$ cat config.mk
export PLATFORM = sky130hd
export DESIGN_NAME = avm_write_master
export DESIGN_NICKNAME = d
export VERILOG_FILES = /design/src/rtl/avm_write_master.sv
export SDC_FILE = /design/constraint.sdc
export NUM_CORES = 1
export LEC_CHECK = 0
export CORE_MARGIN = 10
export CORE_UTILIZATION = 55
export DETAILED_ROUTE_END_ITERATION = 16
export MAX_ROUTING_LAYER = met4
export PLACE_DENSITY = 0.75
export SYNTH_ARGS = -nofsm -noshare
export SYNTH_HDL_FRONTEND = slang
export SYNTH_SLANG_ARGS = --single-unit
$ cat constraint.sdc
create_clock -name clk -period 4.5 [get_ports clk]
set_input_delay 0.675 -clock clk [delete_from_list [all_inputs] [get_ports clk]]
set_output_delay 0.675 -clock clk [all_outputs]
set_load 0.03 [all_outputs]
$ cat src/rtl/avm_write_master.sv
// avm_write_master: Avalon-MM write master fed from an internal user FIFO; optional macro AVM_WRITE_PARTIAL_EN
module avm_write_master #(
  parameter int DATA_W     = 32,
  parameter int ADDR_W     = 32,
  parameter int LEN_W      = 32,
  parameter int FIFO_DEPTH = 16
) (
  input  logic                clk,
  input  logic                rst,
  input  logic                control_fixed_location,
  input  logic [ADDR_W-1:0]   control_write_base,
  input  logic [LEN_W-1:0]    control_write_length,
  input  logic                control_go,
  output logic                control_done,
  output logic                control_busy,
  input  logic                user_write_buffer,
  input  logic [DATA_W-1:0]   user_buffer_data,
  output logic                user_buffer_full,
  output logic [ADDR_W-1:0]   master_address,
  output logic                master_write,
  output logic [DATA_W-1:0]   master_writedata,
  output logic [DATA_W/8-1:0] master_byteenable,
  input  logic                master_waitrequest
);
  localparam int BYTES = DATA_W / 8;
  localparam int LG = $clog2(BYTES);
  localparam int PW = $clog2(FIFO_DEPTH);
  typedef enum logic [1:0] {IDLE, RUN, DONE} state_t;
  state_t state_q, state_d;
  logic [ADDR_W-1:0] addr_q, addr_d;
  logic fixed_q, fixed_d;
  logic [LEN_W-1:0] rem_q, rem_d, words;
  logic [DATA_W-1:0] mem_q [FIFO_DEPTH];
  logic [PW-1:0] wr_ptr_q, wr_ptr_d, rd_ptr_q, rd_ptr_d;
  logic [PW:0] count_q, count_d;
  logic full_q, full_d, push, pop, empty;
`ifdef AVM_WRITE_PARTIAL_EN
  logic [BYTES-1:0] last_be_q, last_be_d, go_be;
  logic [LEN_W-1:0] low;
  always_comb begin
    low = control_write_length & LEN_W'(BYTES - 1);
    words = (control_write_length >> LG) + LEN_W'(low != '0);
    for (int i = 0; i < BYTES; i++) go_be[i] = (low == '0) || (LEN_W'(i) < low);
    last_be_d = (state_q == IDLE && control_go) ? go_be : last_be_q;
  end
  always_ff @(posedge clk)
    if (rst) last_be_q <= '1;
    else last_be_q <= last_be_d;
  assign master_byteenable = (rem_q == LEN_W'(1)) ? last_be_q : '1;
`else
  assign words = control_write_length >> LG;
  assign master_byteenable = '1;
`endif
  assign empty            = count_q == '0;
  assign master_write     = state_q == RUN && !empty && rem_q != '0;
  assign pop              = master_write && !master_waitrequest;
  // a full FIFO drops the push even when a pop frees a slot this cycle
  assign push             = user_write_buffer && !full_q;
  assign master_writedata = empty ? '0 : mem_q[rd_ptr_q];
  assign master_address   = addr_q;
  assign control_done     = state_q == DONE;
  assign control_busy     = state_q != IDLE;
  assign user_buffer_full = full_q;
  always_comb begin
    wr_ptr_d = wr_ptr_q + PW'(push);
    rd_ptr_d = rd_ptr_q + PW'(pop);
    count_d  = count_q + (PW+1)'(push) - (PW+1)'(pop);
    full_d   = count_d == (PW+1)'(FIFO_DEPTH);
    fixed_d  = fixed_q;
    addr_d   = (pop && !fixed_q) ? addr_q + ADDR_W'(BYTES) : addr_q;
    rem_d    = rem_q - LEN_W'(pop);
    state_d  = state_q;
    case (state_q)
      IDLE: if (control_go) begin
        state_d = RUN;
        addr_d  = control_write_base;
        fixed_d = control_fixed_location;
        rem_d   = words;
      end
      RUN:     state_d = (rem_d == '0) ? DONE : RUN;
      default: state_d = IDLE;
    endcase
  end
  always_ff @(posedge clk)
    if (rst) begin
      state_q  <= IDLE;
      addr_q   <= '0;
      fixed_q  <= 1'b0;
      rem_q    <= '0;
      wr_ptr_q <= '0;
      rd_ptr_q <= '0;
      count_q  <= '0;
      full_q   <= 1'b0;
    end else begin
      state_q  <= state_d;
      addr_q   <= addr_d;
      fixed_q  <= fixed_d;
      rem_q    <= rem_d;
      wr_ptr_q <= wr_ptr_d;
      rd_ptr_q <= rd_ptr_d;
      count_q  <= count_d;
      full_q   <= full_d;
    end
  always_ff @(posedge clk)
    if (push) mem_q[wr_ptr_q] <= user_buffer_data;
endmodule

==> out/results.txt, run 1 <==
CTS buffer count - 58
Antenna viol nets, final - 0
Final setup TNS - 0 ns
Area growth syn-to-layout - 18.8%
Via-to-Cell Ratio - 6.07
I/O pins - 174
Register Area - 0.0170 mm²
IO Port Bufs - 167
Largest net degree at the start of global routing - 83
Clock Tree Root - clkbuf_16
Clock Power Share - 34.7%
Hold Crit Class - register to register
DRT Wirelength - 54.1 mm
Die X-Extent - 229 µm
GRT overflow - 0
CP endpoint kind - output port
Hold Path Sink - master_address[1]
DR iter-0 viols - 1221
Critical Path Most Common Cell - mux4_2
Leakage - 0.00883 µW
CTS Hold Bufs - 0
Clock period minus worst slack - 4.23 ns
Max cap viols - 0
Die H - 229 µm
Initial antenna violation count - 3
GR Util All Layers - 21.4%
Switching share of power - 26.7%
Core Box Area - 0.0431 mm²
Detailed Place HPWL - 31.9 mm
Ys flop type - edfxtp_1
Row count - 76
Reg2Reg Depth - 14
Critical Path AT - 3.55 ns
R2r setup slk - 0.78 ns
Flop pwr share - 46.3%
Dpl cell area - 0.0266 mm²
Worst Path Required - 3.83 ns
Power density over the cells - 482 mW/mm²
Hold Path Depth - 2
Area of the multi-input gates - 0.00677 mm²
Async set or reset register ratio after synthesis - 0%
Critical path's largest stage delay - 0.64 ns
Yosys reg bits - 593
Drt wl/cell - 25.4 µm
Die area - 0.0524 mm²
Layout cell share with drive strength beyond 1 - 21.1%
CP startpoint kind - register
HP Start - master_address[1]
Reg clk slew, reported paths - 0.06 ns
# fillers - 2833
DR vias - 12958
PostCTS Resize Cnt - 0
H-tree Lvls - 2
Power Internal - 10100 µW
Max Fclk - 0.236 GHz
Crit path max fanout - 82
Slowest CP cell - clkdlybuf4s50_1
Final net count - 1615
CTS tree - built
RSZ-0062 raised after global routing - false
Yosys warns - 0
First-pass iteration count of the detailed router - 5
Number of global-route vias before repair - 13376
RePlAce Congestion - 0.842
Worst Skew - 0.0375 ns
Post-CTS Setup Bufs - 0
Sw power - 3670 µW
Setup violators final - 0
Avg Inst Size Synth - 18.4 µm²
Comb power frac - 18.9%
Number of library cell types mapped by synthesis - 63
Initial Util - 55.7%
Fin crit share - 94.0%
First-pass GRT wire length - 83.3 mm
Post-synth EDFFs - 512
Crit path buf inv count - 2
DRC viols - 0
Part of the Yosys area used for sequential elements - 70.8%
Delay-heaviest family, CP - multiplexers
Cells after synthesis - 1306
Worst-Margin Slew - 1.10 ns
Status - finished, final reports clean
Fin util - 66.2%
Final hold violation count - 0
Final Slew Violations - 0
R2R Path Start - count_q[2]
VDD IR-drop max - 0.501 mV
Mapped Area - 0.0240 mm²
Final Instance Area - 0.0285 mm²
CP Depth - 5
Setup Crit Path Kind - register to output port
Reg2reg end - state_q[1]
Worst slew margin - 27.0%
Worst skew pair latency - 0.62 ns
Critical-path cell list - buf_12 -> mux4_2 -> mux4_2 -> nor2b_1 -> clkdlybuf4s50_1
Max clock buf depth - 3
CTS Sinks - 593
-- registers in the layout (all words and copies together) (netlist names) --
name / cells
rd_ptr_q: 4
state_q: 2
master_address: 32
wr_ptr_q: 4
rem_q: 32
count_q: 5
fixed_q: 1
mem_q: 512
user_buffer_full: 1
-- placed cells by master (no fill, tap or decap), types with 4 or more instances in the layout --
| master | netlist | final |
|---|---|---|
| a211oi_1 | 48 | 48 |
| a21oi_1 | 6 | 6 |
| a311oi_1 | 4 | 4 |
| and3_1 | 6 | 6 |
| buf_12 | 0 | 10 |
| buf_4 | 4 | 26 |
| bufinv_16 | 0 | 6 |
| clkbuf_1 | 44 | 10 |
| clkbuf_16 | 0 | 58 |
| clkdlybuf4s50_1 | 0 | 166 |
| clkinv_1 | 0 | 11 |
| clkinv_2 | 0 | 11 |
| clkinv_4 | 0 | 4 |
| clkinvlp_4 | 0 | 4 |
| conb_1 | 1 | 4 |
| dfxtp_1 | 81 | 77 |
| edfxtp_1 | 512 | 512 |
| ha_1 | 13 | 13 |
| inv_1 | 15 | 15 |
| mux4_2 | 160 | 160 |
| nand2_1 | 26 | 25 |
| nand2b_1 | 4 | 4 |
| nand3_1 | 19 | 19 |
| nand4_1 | 16 | 16 |
| nor2_1 | 102 | 90 |
| nor2_4 | 0 | 12 |
| nor2b_1 | 42 | 42 |
| nor3_1 | 39 | 35 |
| nor3_2 | 3 | 7 |
| nor4_1 | 16 | 16 |
| o21ai_0 | 6 | 6 |
| or3_1 | 12 | 12 |
| xnor2_1 | 28 | 28 |
| xor2_1 | 27 | 27 |
-- power by group through the flow --
stage / combinational [µW] / sequential, µW / clock (µW)
after floorplan: 1580 / 6500 / 0
after global placement: 2590 / 6470 / 0
after detailed placement: 2620 / 6490 / 0
after CTS: 2650 / 6380 / 4860
after global routing: 2790 / 6400 / 5070
final: 2600 / 6380 / 4780
-- worst register-to-register path: cells and delay by family, from the launching register on --
family,cells,cell delay (ns)
AO/OA/AOI/OAI,2,0.36
adder cells (fa/ha/maj),3,0.65
buffers and inverters,1,0.06
flip-flops,1,0.34
AND/OR/NAND/NOR,8,2.24
-- synthesized netlist by cell type, drive strengths merged (2+ instances only) --
cell type / instances / area [µm²]
nor3: 43 / 241
or3: 12 / 75.1
nand4: 19 / 155
nand3: 19 / 95.1
nor3b: 4 / 35.0
inv: 15 / 56.3
edfxtp: 512 / 15400
xor2: 27 / 236
o31ai: 2 / 28.8
a211oi: 48 / 360
buf: 29 / 154
dfxtp: 81 / 1620
nor2b: 42 / 263
clkbuf: 44 / 165
and3: 6 / 37.5
nor4b: 4 / 56.3
ha: 13 / 163
o21ai: 7 / 35.0
and2: 2 / 13.8
a311oi: 5 / 50.0
a2111oi: 2 / 30.0
nor2: 102 / 383
a21oi: 6 / 30.0
nor4: 19 / 155
nand3b: 3 / 22.5
nand2: 27 / 104
xnor2: 28 / 245
mux4: 160 / 3600
nand2b: 4 / 25.0
o31a: 3 / 26.3
o21a: 2 / 15.0
and4: 2 / 17.5
-- metrics by stage --
stage / hold WS [ns] / std cells / worst slack (ns) / power, µW
global route: 0.484 / 2134 / 0.124 / 14300
floorplan: 0.474 / 1309 / 0.683 / 8080
global placement: 0.440 / 2024 / 0.840 / 9060
CTS: 0.454 / 2131 / 0.218 / 13900
finish: 0.454 / 2134 / 0.270 / 13800
detailed placement: 0.446 / 2024 / 0.819 / 9110
-- layout make-up --
type                       instances  share of cell area (%)
antenna                            3                  0.0263
clock buffer                      68                    5.22
clock inverter                    39                    1.43
inverter                          15                   0.197
multi-input combinational        628                    23.7
sequential                       593                    59.6
tap                              585                    2.57
timing repair buffer             203                    7.23
-- cells by family after synthesis --
kind of cell	count (synthesis)	synth area share, %
simple gates	313	7.18
flops	593	70.8
fa+ha+maj	14	0.761
other cells	1	0.0156
mux	161	15.1
xor+xnor	55	2.01
compound gates	81	2.63
buf+inv	88	1.56
-- worst max-delay path by stage --
stage | start | to | slack [ns]
finish | rd_ptr_q[0] | master_writedata[20] | 0.27
global route | rd_ptr_q[0] | master_writedata[20] | 0.12
CTS | rd_ptr_q[0] | master_writedata[20] | 0.22
detailed placement | master_waitrequest | state_q[1] | 0.82
global placement | master_waitrequest | state_q[1] | 0.84
floorplan | user_write_buffer | mem_q[0][0] | 0.68
-- routing by layer --
layer | up-vias | wire length [µm] | global-route usage [%]
met3 | 87 | 4190 | 4.26
met4 | 0 | 1220 | 6.12
met5 | - | 0 | -
li1 | 5680 | - | -
met2 | 546 | 26700 | 34.2
met1 | 6645 | 22000 | 27.5
Note: power is estimated with default switching activity, not from simulation.
==> run 2, diff against run 1 <==
Clock period 4.5 ns to 4.8 ns, I/O delays scaled along.
==> run 2 against run 1 <==
Against the previous run:
- sequential share of layout area rose by 0.086 points
- core utilization fell by 0.096 points
- flip-flop and latch count did not move
- power fell by 5.8%
- first-iteration DRC count rose by 16%
- clock-buffer cell count rose by 9
- via count rose by 0.94%
- clock power fell by 5.4%
- non-clock buffer count rose by 1
- worst hold slack improved by 0.0071 ns
- largest cell class unchanged
==> out/results.txt, run 2 (synthesis gave the netlist of run 1 again) <==
Status - finished, final reports clean
R2r setup slk - 1.03 ns (+0.25 ns)
GRT overflow - 0 (unchanged)
Reg clk slew, reported paths - 0.06 ns (about the same)
Worst-Margin Slew - 1.16 ns (+0.0684 ns)
H-tree Lvls - 2 (unchanged)
CTS Hold Bufs - 0 (unchanged)
Clock Tree Root - clkbuf_16
Worst slack, placed - 1.01 ns (+0.191 ns)
Post-CTS Setup Bufs - 0 (unchanged)
Max reg flops - 512 (unchanged)
VDD IR-drop max - 0.456 mV (-8.9%)
Clock period minus worst slack - 4.35 ns
Worst slew margin - 22.4% (-4.6 points)
Layout cell share with drive strength beyond 1 - 20.9% (-0.21 points)
Reg2reg end - state_q[1]
IO Port Bufs - 167 (unchanged)
Final Slew Violations - 0 (unchanged)
Antenna viol nets, final - 0 (unchanged)
Power density over the cells - 455 mW/mm² (-5.6%)
Initial Util - 55.7% (unchanged)
Fin crit share - 90.6%
Hold Path Sink - master_address[0]
CTS Sinks - 593 (unchanged)
Die area - 0.0524 mm² (unchanged)
R2R Path Start - count_q[2]
Hold Crit Class - register to register
Leakage - 0.00882 µW (-0.12%)
Via-to-Cell Ratio - 6.11 (+0.66%)
Final hold violation count - 0 (unchanged)
Crit path max fanout - 53 (-35%)
Largest net degree at the start of global routing - 92 (+11%)
Setup violators final - 0 (unchanged)
GR Util All Layers - 21.9% (+0.53 points)
Final Instance Area - 0.0285 mm² (-0.14%)
Final net count - 1615 (unchanged)
Core Box Area - 0.0431 mm² (unchanged)
Max Fclk - 0.230 GHz
Hold Path Depth - 2 (unchanged)
RSZ-0062 raised after global routing - false
Number of cells in the finished layout apart from fillers - 2140 (+0.28%)
Most common cell after layout, fill and taps aside - edfxtp_1
Die X-Extent - 229 µm (unchanged)
Initial antenna violation count - 8 (+5)
DR iter-0 viols - 1420 (+16%)
Area growth syn-to-layout - 18.7%
Inst Count DP - 2025 (+0.049%)
Max cap viols - 0 (unchanged)
Row count - 76 (unchanged)
Dpl cell area - 0.0266 mm² (-0.21%)
Worst Skew - 0.0300 ns (-0.00756 ns)
Min Hold Slack - 0.461 ns (+0.00707 ns)
CP startpoint kind - register
DR vias - 13080 (+0.94%)
I/O pins - 174 (unchanged)
Setup Crit Path Kind - register to output port
PostCTS Resize Cnt - 0 (unchanged)
First-pass GRT wire length - 84.8 mm (+1.8%)
Max clock buf depth - 3 (unchanged)
Critical Path AT - 3.63 ns (+0.08 ns)
Detailed Place HPWL - 31.4 mm (-1.5%)
Worst Path Required - 4.08 ns (+0.25 ns)
CP endpoint kind - output port
CTS buffer count - 57 (-1.7%)
Reg2Reg Depth - 14 (unchanged)
Final setup TNS - 0 ns (unchanged)
Drt wl/cell - 26.0 µm (+2.4%)
Worst skew pair latency - 0.63 ns (about the same)
First-pass iteration count of the detailed router - 5 (unchanged)
HP Start - master_address[0]
CTS tree - built
RePlAce Congestion - 0.840 (-0.27%)
Number of global-route vias before repair - 13355 (-0.16%)
DRT Wirelength - 55.6 mm (+2.7%)
Die H - 229 µm (unchanged)
DRC viols - 0 (unchanged)
Reg with most FFs - mem_q
Setup WS post-layout - 0.453 ns (+0.182 ns)
Most frequent cells in the layout - edfxtp_1 (512), clkdlybuf4s50_1 (166), mux4_2 (160)
[run 2: cell count changes in the layout (fill, tap and decap cells not counted), sizes merged]
cell and change:
buf +1, clkbuf +9, clkinv -8, clkinvlp -1, diode +5
[run 2: cell type report]
class,instances,area [µm²]
tap,585,732
clock buffer,77,1540
antenna,8,20.0
timing repair buffer,204,2010
fill,2853,14600
sequential,593,17000
inverter,15,56.3
multi-input combinational,628,6770
clock inverter,30,355
[run 2: routing by layer]
layer | up-vias | GRT usage (%) | share of wire (%)
met4 | 0 | 7.18 | 2.5
met1 | 6720 | 28.3 | 40
li1 | 5674 | - | -
met5 | - | - | 0
met2 | 587 | 34.7 | 50
met3 | 99 | 4.17 | 7.8
[run 2: through the flow]
stage | total power (µW) | util, %
4_1_cts | 13100 | 66.1
3_3_place_gp | 8500 | 61.7
2_1_floorplan | 7570 | -
6_report | 13000 | 66.1
3_5_place_dp | 8540 | 61.7
5_1_grt | 13400 | 66.1
[run 2: how the worst max path moves through the flow]
stage	from	end	slack [ns]	cells after the start
after CTS	rd_ptr_q[0]	master_writedata[22]	0.36	5
after floorplan	user_write_buffer	mem_q[0][0]	0.94	3
final	rd_ptr_q[0]	master_writedata[22]	0.45	5
after detailed placement	master_waitrequest	state_q[1]	1.01	10
after global placement	master_waitrequest	state_q[1]	1.05	10
after global routing	rd_ptr_q[0]	master_writedata[22]	0.27	5
[run 2: critical path: stages, from the launching register on]
cell and delay [ns]:
dfxtp_4 0.62, buf_12 0.40, mux4_2 0.60, mux4_2 0.47, nor2b_1 0.19, clkdlybuf4s50_1 0.65
[run 2: power breakdown]
| group | total (µW) | switching, µW | internal, µW |
|---|---|---|---|
| sequential | 6000 | 161 | 5840 |
| clock | 4520 | 1930 | 2590 |
| combinational | 2440 | 1380 | 1060 |
| total | 13000 | 3470 | 9500 |
==> run 3, diff against run 2 <==
Settings changed: CORE_UTILIZATION 55 to 50, PLACE_DENSITY 0.75 to default, PLACE_DENSITY_LB_ADDON from default to 0.2.
==> run 3 against run 2 <==
Against the previous run:
- core utilization down 6.2 points
- first-iteration DRC count down 28%
- sequential power about the same
- design area up 0.28%
- combinational power about the same
- worst hold slack worse by 0.00094 ns
- critical path type unchanged
- critical endpoint is now master_writedata[1]
- largest cell class unchanged
==> out/results.txt, run 3 (synthesis gave the netlist of run 1 again) <==
Status - finished, final reports clean
RePlAce Congestion - 0.802 (-4.5%)
Initial Util - 50.4% (-5.3 points)
Switching share of power - 26.4% (-0.39 points)
Fin crit share - 89.5% (-1.0 points)
Die X-Extent - 239 µm (+4.5%)
DR vias - 12702 (-2.9%)
# fillers - 3477 (+22%)
Detailed Place HPWL - 32.3 mm (+2.8%)
Via-to-Cell Ratio - 5.85 (-4.3%)
PostCTS Resize Cnt - 0 (unchanged)
Most frequent cells in the layout - edfxtp_1 (512), clkdlybuf4s50_1 (166), mux4_2 (160)
First-pass iteration count of the detailed router - 5 (unchanged)
First-pass GRT wire length - 82.3 mm (-3.0%)
Largest net degree at the start of global routing - 117 (+27%)
Worst skew pair latency - 0.61 ns (-0.02 ns)
Die area - 0.0572 mm² (+9.1%)
DR iter-0 viols - 1028 (-28%)
Final Slew Violations - 0 (unchanged)
Power density over the cells - 454 mW/mm² (-0.34%)
I/O pins - 174 (unchanged)
Number of cells in the finished layout apart from fillers - 2171 (+1.4%)
Max reg flops - 512 (unchanged)
Number of global-route vias before repair - 12966 (-2.9%)
Sw power - 3420 µW (-1.5%)
GR Util All Layers - 19.8% (-2.1 points)
CTS buffer count - 58 (+1.8%)
Slowest CP cell - dfxtp_4
Most common cell after layout, fill and taps aside - edfxtp_1
Worst-Margin Slew - 1.15 ns (-0.0100 ns)
Area of the multi-input gates - 0.00677 mm² (unchanged)
Row count - 80 (+5.3%)
Setup Crit Path Kind - register to output port
Area growth syn-to-layout - 19.0%
Crit path buf inv count - 2 (unchanged)
Register Area - 0.0170 mm² (unchanged)
Max clock buf depth - 3 (unchanged)
Reg with most FFs - mem_q
Critical Path Most Common Cell - mux4_2
Antenna viol nets, final - 0 (unchanged)
CP startpoint kind - register
Critical path's largest stage delay - 0.71 ns (+0.06 ns)
Worst slew margin - 23.0% (+0.60 points)
H-tree Lvls - 2 (unchanged)
CTS Sinks - 593 (unchanged)
Final hold violation count - 0 (unchanged)
Flop pwr share - 46.3% (about the same)
Clock Tree Root - clkbuf_16
Clock Power Share - 34.9% (about the same)
DRT Wirelength - 54.6 mm (-1.8%)
VDD IR-drop max - 0.355 mV (-22%)
Clock period minus worst slack - 4.30 ns (-0.0496 ns)
Worst Path Required - 4.08 ns (about the same)
Fin util - 60.0% (-6.2 points)
Post-CTS Setup Bufs - 0 (unchanged)
CP endpoint kind - output port
Reg clk slew, reported paths - 0.06 ns (about the same)
Max cap viols - 0 (unchanged)
Drt wl/cell - 25.1 µm (-3.2%)
Initial antenna violation count - 4 (-4)
Critical Path AT - 3.58 ns (-0.05 ns)
Final setup TNS - 0 ns (unchanged)
Hold Crit Class - register to register
Worst Skew - 0.0142 ns (-0.0158 ns)
Final net count - 1619 (+0.25%)
Delay-heaviest family, CP - multiplexers
Leakage - 0.00886 µW (+0.52%)
Core Box Area - 0.0476 mm² (+11%)
Layout cell share with drive strength beyond 1 - 21.5% (+0.64 points)
RSZ-0062 raised after global routing - false
Crit path max fanout - 25 (-53%)
GRT overflow - 0 (unchanged)
Inst Count DP - 2058 (+1.6%)
Die H - 239 µm (+4.5%)
Critical-path cell list - buf_4 -> mux4_2 -> mux4_2 -> nor2b_1 -> clkdlybuf4s50_1
Power Internal - 9540 µW (+0.47%)
Max Fclk - 0.233 GHz (+1.2%)
CTS Hold Bufs - 0 (unchanged)
IO Port Bufs - 167 (unchanged)
Comb power frac - 18.8% (about the same)
DRC viols - 0 (unchanged)
CTS tree - built
Setup violators final - 0 (unchanged)
run 3: cell types whose count changed in the layout (fill, tap and decap cells not counted), sizes merged:
| cell | delta |
|---|---|
| buf | +3 |
| clkinvlp | +1 |
| clkbuf | -12 |
| clkinv | +12 |
| bufinv | +1 |
| diode | -4 |
run 3: metrics by stage:
stage / setup WS [ns] / instance area (µm²) / total power [µW] / hold WS (ns)
6_report: 0.502 / 28600 / 13000 / 0.460
5_1_grt: 0.331 / 28600 / 13500 / 0.482
4_1_cts: 0.412 / 28600 / 13100 / 0.466
3_5_place_dp: 1.03 / 26700 / 8580 / 0.458
3_3_place_gp: 1.00 / 26700 / 8550 / 0.444
2_1_floorplan: 0.938 / 24000 / 7570 / 0.474
run 3: power groups by stage:
stage | sequential (µW) | clock (µW) | combinational [µW]
2_1_floorplan | 6090 | 0 | 1480
3_3_place_gp | 6090 | 0 | 2450
3_5_place_dp | 6110 | 0 | 2470
4_1_cts | 6000 | 4610 | 2490
5_1_grt | 6020 | 4830 | 2600
6_report | 6000 | 4520 | 2440
run 3: final timing paths:
kind                                         from                   to  slack [ns]  depth (start not counted)
worst max register to register         count_q[3]           state_q[1]        1.08                         14
worst min register to register  master_address[1]    master_address[1]        0.46                          2
worst min-delay path            master_address[1]    master_address[1]        0.46                          2
worst max-delay path                  rd_ptr_q[0]  master_writedata[1]        0.50                          5
run 3: final cells by class:
class	count	share of cell area (%)
sequential	593	59.5
multi-input combinational	628	23.7
timing repair buffer	207	7.19
clock buffer	65	5.28
tap	615	2.69
clock inverter	44	1.38
inverter	15	0.197
antenna	4	0.0350
run 3: metal layers:
layer | wire length (µm) | up-vias | part of all wire, % | GRT usage (%)
met2 | 27300 | 406 | 50 | 32.3
met3 | 3590 | 75 | 6.6 | 3.40
met5 | 0 | - | 0 | -
li1 | - | 5692 | - | -
met1 | 22700 | 6529 | 42 | 25.4
met4 | 993 | 0 | 1.8 | 5.34
run 3: worst reg2reg max path, cell delays in order, from the launching register on:
cell     delay (ns)
dfxtp_1        0.35
inv_1          0.07
ha_1           0.17
nor4b_2        0.18
nor3b_1        0.32
o31ai_4        0.12
nor2_1         0.28
ha_1           0.26
ha_1           0.20
nor3b_2        0.48
nand3_1        0.32
o21a_1         0.27
nor4_1         0.24
and4_1         0.26
and3_1         0.16
